## src/rtl/ece453_input_cond_pkg.sv

```systemverilog
// Shared constants and sizing helpers for the ECE453 input conditioning stage.
// Imported by ece453_input_cond and ece453_input_chan.
package ece453_input_cond_pkg;

    localparam int         TICK_DIV_DEFAULT     = 50000;
    localparam int         STABLE_TICKS_DEFAULT = 8;
    localparam logic [7:0] INVERT_MASK_DEFAULT  = 8'h0F;

    // Debounce counter must hold STABLE_TICKS-1 with a spare bit of headroom.
    function automatic int cnt_width(input int stable_ticks);
        return $clog2(stable_ticks) + 1;
    endfunction

    // A divide-by-one prescaler still needs a one-bit register.
    function automatic int pre_width(input int tick_div);
        return (tick_div > 1) ? $clog2(tick_div) : 1;
    endfunction

endpackage

```

## src/rtl/ece453_input_chan.sv

```systemverilog
// One input channel: polarity fix, 2-flop synchroniser, tick-based debounce,
// debounced level and single-cycle rise/fall pulses.
module ece453_input_chan
    import ece453_input_cond_pkg::*;
#(
    parameter int STABLE_TICKS = STABLE_TICKS_DEFAULT,
    parameter bit INVERT       = 1'b0
) (
    input  logic clk,
    input  logic reset,
    input  logic raw,
    input  logic tick,
    output logic level,
    output logic rise,
    output logic fall
);

    localparam int            CW       = cnt_width(STABLE_TICKS);
    localparam logic [CW-1:0] CNT_LAST = CW'(STABLE_TICKS - 1);

    logic          sync1;
    logic          sync2;
    logic [CW-1:0] cnt;

    always_ff @(posedge clk) begin
        if (reset) begin
            sync1 <= 1'b0;
            sync2 <= 1'b0;
        end else begin
            sync1 <= raw ^ INVERT;
            sync2 <= sync1;
        end
    end

    // Any return to the accepted level clears the count, so short glitches
    // never accumulate across separate mismatch episodes.
    always_ff @(posedge clk) begin
        if (reset) begin
            cnt   <= '0;
            level <= 1'b0;
            rise  <= 1'b0;
            fall  <= 1'b0;
        end else begin
            rise <= 1'b0;
            fall <= 1'b0;
            if (sync2 == level) begin
                cnt <= '0;
            end else if (tick) begin
                if (cnt == CNT_LAST) begin
                    level <= sync2;
                    cnt   <= '0;
                    rise  <= sync2;
                    fall  <= ~sync2;
                end else begin
                    cnt <= cnt + 1'b1;
                end
            end
        end
    end

endmodule

```

## src/rtl/ece453_input_cond.sv

```systemverilog
// Input conditioning top: shared debounce prescaler, per-channel debouncers and
// the sticky rise-event register (enabled by ECE453_INPUT_COND_STICKY_EN).
module ece453_input_cond
    import ece453_input_cond_pkg::*;
#(
    parameter int               WIDTH        = 8,
    parameter int               TICK_DIV     = TICK_DIV_DEFAULT,
    parameter int               STABLE_TICKS = STABLE_TICKS_DEFAULT,
    parameter logic [WIDTH-1:0] INVERT_MASK  = WIDTH'(INVERT_MASK_DEFAULT)
) (
    input  logic             clk,
    input  logic             reset,
    input  logic [WIDTH-1:0] raw_in,
    output logic [WIDTH-1:0] level_out,
    output logic [WIDTH-1:0] rise_pulse,
    output logic [WIDTH-1:0] fall_pulse,
    input  logic [WIDTH-1:0] event_clr,
    output logic [WIDTH-1:0] event_r,
    output logic             irq_out
);

    localparam int            PW        = pre_width(TICK_DIV);
    localparam logic [PW-1:0] TICK_LAST = PW'(TICK_DIV - 1);

    logic [PW-1:0] pre_cnt;
    logic          tick;

    assign tick = (pre_cnt == TICK_LAST);

    // With TICK_DIV=1 the counter sits at zero and tick is permanently high.
    always_ff @(posedge clk) begin
        if (reset) begin
            pre_cnt <= '0;
        end else if (tick) begin
            pre_cnt <= '0;
        end else begin
            pre_cnt <= pre_cnt + 1'b1;
        end
    end

    for (genvar i = 0; i < WIDTH; i++) begin : g_chan
        ece453_input_chan #(
            .STABLE_TICKS (STABLE_TICKS),
            .INVERT       (INVERT_MASK[i])
        ) u_chan (
            .clk   (clk),
            .reset (reset),
            .raw   (raw_in[i]),
            .tick  (tick),
            .level (level_out[i]),
            .rise  (rise_pulse[i]),
            .fall  (fall_pulse[i])
        );
    end

`ifdef ECE453_INPUT_COND_STICKY_EN
    // A rise in the same cycle as a clear keeps the flag set.
    always_ff @(posedge clk) begin
        if (reset) begin
            event_r <= '0;
        end else begin
            event_r <= (event_r & ~event_clr) | rise_pulse;
        end
    end

    assign irq_out = |event_r;
`else
    logic unused_event_clr;

    assign unused_event_clr = ^event_clr;
    assign event_r          = '0;
    assign irq_out          = 1'b0;
`endif

endmodule

```

## config.mk

```make
export PLATFORM = sky130hd
export DESIGN_NAME = ece453_input_cond
export DESIGN_NICKNAME = d
export VERILOG_FILES = /design/src/rtl/ece453_input_cond_pkg.sv /design/src/rtl/ece453_input_chan.sv /design/src/rtl/ece453_input_cond.sv
export SDC_FILE = /design/constraint.sdc
export NUM_CORES = 1
export LEC_CHECK = 0
export CORE_MARGIN = 8
export CORE_UTILIZATION = 58
export CTS_CLUSTER_SIZE = 40
export DETAILED_ROUTE_END_ITERATION = 10
export GPL_ROUTABILITY_DRIVEN = 0
export GPL_TIMING_DRIVEN = 1
export PLACE_DENSITY_LB_ADDON = 0.25
export SYNTH_ARGS = -nofsm -noshare
export SYNTH_HDL_FRONTEND = slang
export SYNTH_HIERARCHICAL = 1
export SYNTH_SLANG_ARGS = --single-unit
```

## constraint.sdc

```tcl
create_clock -name clk -period 10.08 [get_ports clk]
set_input_delay 1.008 -clock clk [delete_from_list [all_inputs] [get_ports clk]]
set_output_delay 1.008 -clock clk [all_outputs]
set_load 0.1 [all_outputs]
```

==> flow_summary.json, run 1 <==
{
  "dp.cells": 461,
  "hp-class": "flip-flop to flip-flop",
  "synth_cells": 356,
  "via_per_inst": 5.23,
  "avgSynthCellArea_um2": 9.90,
  "final_cell_mix": "dfxtp_1 (88), nor2_1 (37), clkdlybuf4s50_1 (33), nand2_1 (19), nor3_1 (19)",
  "clock_skew_ps": 9.34,
  "ctsRootBufferMaster": "clkbuf_8",
  "grt_pass1_wl_um": 10000,
  "async_reset_ff_share_pct": 0,
  "track_usage_pct": 14.0,
  "wl_um": 5830,
  "rsz0062_at_grt": "no",
  "io_buffers": 33,
  "yosys.area_share.simple_pct": 27.4,
  "drc": 0,
  "startpoint_type": "flip-flop",
  "vias": 2494,
  "antenna_left": 0,
  "cts_tree": "built",
  "die_y_um": 94.0,
  "ys.flop_type": "dfxtp_1",
  "synth_cell_types": 30,
  "setup-violations-final": 0,
  "mostFrequentLayoutCell": "dfxtp_1",
  "mappedNetlistArea_um2": 3530,
  "syn_to_final_growth_pct": 16.4,
  "first_pass_iters": 4,
  "maxCapViolCount": 0,
  "ios": 51,
  "tightest_slew_ps": 992,
  "antenna_found_initial": 0,
  "rows": 28,
  "synth_xor_area_share_pct": 7.45,
  "clk_latency_ps": 360,
  "nets": 424,
  "drt_iter0_markers": 86,
  "min_period_ps": 2900,
  "path_clk_slew_ps": 80,
  "fin_setup_tns_ps": 0,
  "cp-end-kind": "output pin",
  "synth-warning-count": 6,
  "critPathSlowestCell": "clkdlybuf4s50_1",
  "drive_above_1_share_pct": 9.20,
  "fin_crit_sh_pct": 28.8,
  "synth.area.mux_share_pct": 4.54,
  "synth-seq-cells": 88,
  "ctsHtreeMaxLevel": 3,
  "postCtsSetupBuffers": 0,
  "n_antenna_cell": 0,
  "cp_max_fo": 3,
  "cts_resized": 0,
  "status": "finished, final reports clean",
  "core-area_um2": 5890,
  "die-area_um2": 8830,
  "wl_per_cell_um": 12.2,
  "layout.cells.non_filler": 477,
  "cts_hold_buf": 0,
  "crit_family": "buffers and inverters",
  "cts_buffer_depth": 2,
  "numCtsBuffers": 9,
  "die-width_um": 94.0,
  "synth_seq_area_share_pct": 50.0,
  "utilization_pct": 69.7,
  "worstSetupPathType": "flip-flop to output pin",
  "peakVddDrop_uv": 88.5,
  "crit_arrival_ps": 1900,
  "p_per_area_nw_per_um2": 153,
  "finalHoldViolCount": 0,
  "grt_max_degree": 50,
  "synthAdderAreaFrac_pct": 3.19,
  "cellLeakagePower_nw": 1.44,
  "initial_utilization_pct": 59.9,
  "clock-sinks": 88,
  "path_cells": "clkdlybuf4s50_1",
  "synth-compound-area-share_pct": 3.12,
  "fmax_ghz": 0.344,
  "synth_top_family_by_area": "simple AND/OR/NAND/NOR gates",
  "max_stage_delay_ps": 1160,
  "place_hpwl_um": 3870,
  "crit_buf_inv": 1,
  "required_ps": 9070,
  "grt-ovfl-total": 0,
  "first_global_vias": 2349,
  "slew_headroom_pct": 33.7,
  "report.final.slew_viol_count": 0,
  "synth_edf_count": 0
}
-- cells in the mapped netlist (all sizes together), types with 2 or more instances --
cell    count  share of area (%)
nand2b     16                2.8
nand2      19                2.0
or3         8                1.4
nor2b      12                2.1
a21oi      16                3.1
mux2i      16                4.5
nor3       19                2.7
xor2       17                4.2
nand4b      8                2.0
nand4      13                2.3
ha          9                3.2
nor2       47                5.7
xnor2      13                3.2
inv        11                1.2
clkbuf      2               0.21
nand3b     16                3.4
nand3       4               0.57
buf        11                2.8
nor4        6                1.2
dfxtp      88                 50
-- power breakdown --
part           switching (W)  internal, W   total, W
clock network       0.000122     0.000122   0.000244
registers         0.00000264     0.000351   0.000354
logic              0.0000221   0.00000704  0.0000291
total               0.000147     0.000480   0.000627
-- flip-flops by register name, summed over array words and instances, names as in the netlist --
| signal | count |
|---|---|
| g_chan.u_chan/level | 8 |
| pre_cnt | 16 |
| g_chan.u_chan/sync1 | 8 |
| g_chan.u_chan/cnt | 32 |
| g_chan.u_chan/sync2 | 8 |
| g_chan.u_chan/fall | 8 |
| g_chan.u_chan/rise | 8 |
-- logic make-up after synthesis --
| group | Yosys count |
|---|---|
| flip-flops | 88 |
| AO/OA/AOI/OAI | 16 |
| buffers and inverters | 24 |
| AND/OR/NAND/NOR | 172 |
| other | 1 |
| adder cells (fa/ha/maj) | 9 |
| multiplexers | 16 |
| XOR/XNOR | 30 |
-- path summary, 6_finish.rpt --
path	from	endpoint	slack (ps)	cells past startpoint
max reg2reg	pre_cnt[0]$_SDFF_PP0_	pre_cnt[7]$_SDFF_PP0_	7500	6
min reg2reg	g_chan[5].u_chan/sync1$_SDFF_PP0_	g_chan[5].u_chan/sync2$_SDFF_PP0_	440	1
min	g_chan[5].u_chan/sync1$_SDFF_PP0_	g_chan[5].u_chan/sync2$_SDFF_PP0_	440	1
max	g_chan[1].u_chan/level$_SDFFE_PP0P_	level_out[1]	7180	1
-- routing by layer --
layer / part of all wire, % / wire, um / track usage (%)
met3: 4.4 / 255 / 3.52
met4: 1.9 / 110 / 7.13
met1: 45 / 2600 / 15.6
met5: 0 / 0 / 0
met2: 49 / 2860 / 24.2
-- layout make-up --
| type | instances | area (um2) |
|---|---|---|
| Fill cell | 457 | 1780 |
| Sequential cell | 88 | 1760 |
| Multi-Input combinational cell | 252 | 1660 |
| Timing Repair Buffer | 35 | 345 |
| Clock buffer | 10 | 138 |
| Tap cell | 75 | 93.8 |
| Clock inverter | 6 | 67.6 |
| Inverter | 11 | 41.3 |
-- stage by stage --
| stage | hold slack, ps | setup slack [ps] | power [W] | area, um2 |
|---|---|---|---|---|
| floorplan | 414 | 6190 | 0.000388 | 3560 |
| global placement | 418 | 7410 | 0.000391 | 3900 |
| detailed placement | 423 | 7380 | 0.000391 | 3900 |
| CTS | 443 | 7150 | 0.000634 | 4100 |
| global route | 461 | 7120 | 0.000653 | 4100 |
| finish | 440 | 7180 | 0.000627 | 4100 |
Note: power is estimated with default switching activity, not from simulation.
==> inputs of run 2 (changes only) <==
--- a/config.mk
+++ b/config.mk
@@ -6,7 +6,7 @@
 export NUM_CORES = 1
 export LEC_CHECK = 0
 export CORE_MARGIN = 8
-export CORE_UTILIZATION = 58
+export CORE_UTILIZATION = 54
 export CTS_CLUSTER_SIZE = 40
 export DETAILED_ROUTE_END_ITERATION = 10
 export GPL_ROUTABILITY_DRIVEN = 0
==> constraint.sdc (replaced) <==
create_clock -name clk -period 2.7 [get_ports clk]
set_input_delay 0.27 -clock clk [delete_from_list [all_inputs] [get_ports clk]]
set_output_delay 0.27 -clock clk [all_outputs]
set_load 0.1 [all_outputs]
==> flow_summary.json, run 2 (synthesis results as in run 1) <==
{
  "status": "finished, final reports clean",
  "path_clk_slew_ps": 80,
  "wl_per_cell_um": 12.0,
  "grt_pass1_wl_um": 10700,
  "numCtsBuffers": 9,
  "antenna_left": 0,
  "min_period_ps": 2190,
  "die-area_um2": 9370,
  "first_pass_iters": 4,
  "p_sw_share_pct": 21.8,
  "crit_arrival_ps": 2470,
  "pwr-share-comb_pct": 4.7,
  "ctsHtreeMaxLevel": 3,
  "total_power_w": 0.00235,
  "regMostFlops": "g_chan.u_chan/cnt",
  "cp-end-kind": "flip-flop",
  "track_usage_pct": 13.3,
  "ctsRootBufferMaster": "clkbuf_8",
  "mostFrequentLayoutCell": "dfxtp_1",
  "peakVddDrop_uv": 359,
  "nets": 429,
  "ios": 51,
  "antenna_found_initial": 0,
  "startpoint_type": "flip-flop",
  "io_buffers": 33,
  "setup-violations-final": 0,
  "postCtsSetupBuffers": 0,
  "place_hpwl_um": 4090,
  "p_per_area_nw_per_um2": 574,
  "grt-ovfl-total": 0,
  "required_ps": 2980,
  "num-fill-cells": 514,
  "first_global_vias": 2442,
  "vias": 2494,
  "rsz0062_at_grt": "no",
  "drc": 0,
  "syn_to_final_growth_pct": 16.0,
  "n_antenna_cell": 0,
  "clock_skew_ps": 4.54,
  "via_per_inst": 5.16,
  "drt_iter0_markers": 62,
  "die-width_um": 96.8,
  "cts_tree": "built",
  "wl_um": 5780,
  "p_sw_w": 0.000511,
  "fmax_ghz": 0.457,
  "clk_latency_ps": 340,
  "cellLeakagePower_nw": 1.52,
  "largest_reg_flops": 32,
  "worstSetupPathType": "flip-flop to flip-flop",
  "fin_crit_sh_pct": 81.1,
  "hp-class": "flip-flop to flip-flop",
  "clock-sinks": 88,
  "cts_hold_buf": 0,
  "pre_cts_ws_ps": 532,
  "cp_max_fo": 27,
  "rows": 29,
  "pwr-share-clk_pct": 39.0,
  "reg_top3": "g_chan.u_chan/cnt (32), pre_cnt (16)",
  "cts_buffer_depth": 2,
  "grt_max_degree": 35,
  "layout_setup_ws_ps": 510,
  "drive_above_1_share_pct": 16.7,
  "core-area_um2": 6350,
  "finalHoldViolCount": 0,
  "report.final.slew_viol_count": 0,
  "cts_resized": 0,
  "seqPwrFrac_pct": 56.3,
  "final_cell_mix": "dfxtp_1 (86), nor2_1 (37), buf_4 (31), nand2_1 (19), nor3_1 (19)",
  "die_y_um": 96.8,
  "maxCapViolCount": 0,
  "power.internal_w": 0.00183,
  "fin_area_um2": 4090,
  "initial_utilization_pct": 55.5,
  "place_area_um2": 3880
}
run 2: changes by cell type in the layout (fill, tap and decap cells not counted):
cell	previous run	this run
clkinvlp_4	2	0
buf_4	2	31
or4bb_4	0	1
clkinv_4	1	0
or4bb_1	1	0
dfxtp_2	0	2
clkbuf_8	10	12
dfxtp_1	88	86
clkdlybuf4s50_1	33	9
inv_6	1	0
clkinv_2	1	2
run 2: critical path, stage by stage, from the launching register on:
cell	delay, ps
dfxtp_2	340
or4bb_4	550
nor4_4	270
buf_4	320
nand4_1	160
or3_1	350
a21oi_2	120
run 2: metal layers:
layer	GRT usage [%]	wire length [um]	up-vias
li1	-	-	1287
met1	15.9	2760	1149
met2	21.0	2600	49
met3	3.70	287	9
met4	7.46	127	0
met5	0	0	-
run 2: layout make-up:
type	count	area [um2]	area share (%)
Clock inverter	3	40.0	0.979
Tap cell	77	96.3	2.36
Clock buffer	12	165	4.04
Timing Repair Buffer	40	323	7.89
Inverter	11	41.3	1.01
Sequential cell	88	1760	43.1
Multi-Input combinational cell	252	1660	40.6
run 2: worst paths after layout:
path	from	endpoint	slack, ps	cells after the start
worst min register to register	g_chan[0].u_chan/sync1$_SDFF_PP0_	g_chan[0].u_chan/sync2$_SDFF_PP0_	440	1
worst max register to register	pre_cnt[13]$_SDFF_PP0_	g_chan[5].u_chan/cnt[3]$_SDFFE_PP0P_	510	6
worst max-delay path	pre_cnt[13]$_SDFF_PP0_	g_chan[5].u_chan/cnt[3]$_SDFFE_PP0P_	510	6
worst min-delay path	g_chan[0].u_chan/sync1$_SDFF_PP0_	g_chan[0].u_chan/sync2$_SDFF_PP0_	440	1
run 2: power groups by stage:
stage                     logic (W)  registers [W]  clock network, W
final                      0.000110        0.00132          0.000914
after CTS                  0.000111        0.00132          0.000947
after global routing       0.000120        0.00132          0.000993
after global placement     0.000110        0.00135                 0
after detailed placement   0.000111        0.00135                 0
after floorplan           0.0000976        0.00135                 0
run 2: metrics by stage:
step / instances / utilization [%] / hold WS [ps] / TNS [ps]
after global routing: 483 / 64.4 / 456 / 0
after CTS: 483 / 64.4 / 434 / 0
after global placement: 468 / 61.2 / 416 / 0
after floorplan: 364 / - / 337 / -8040
final: 483 / 64.4 / 441 / 0
after detailed placement: 468 / 61.2 / 425 / 0
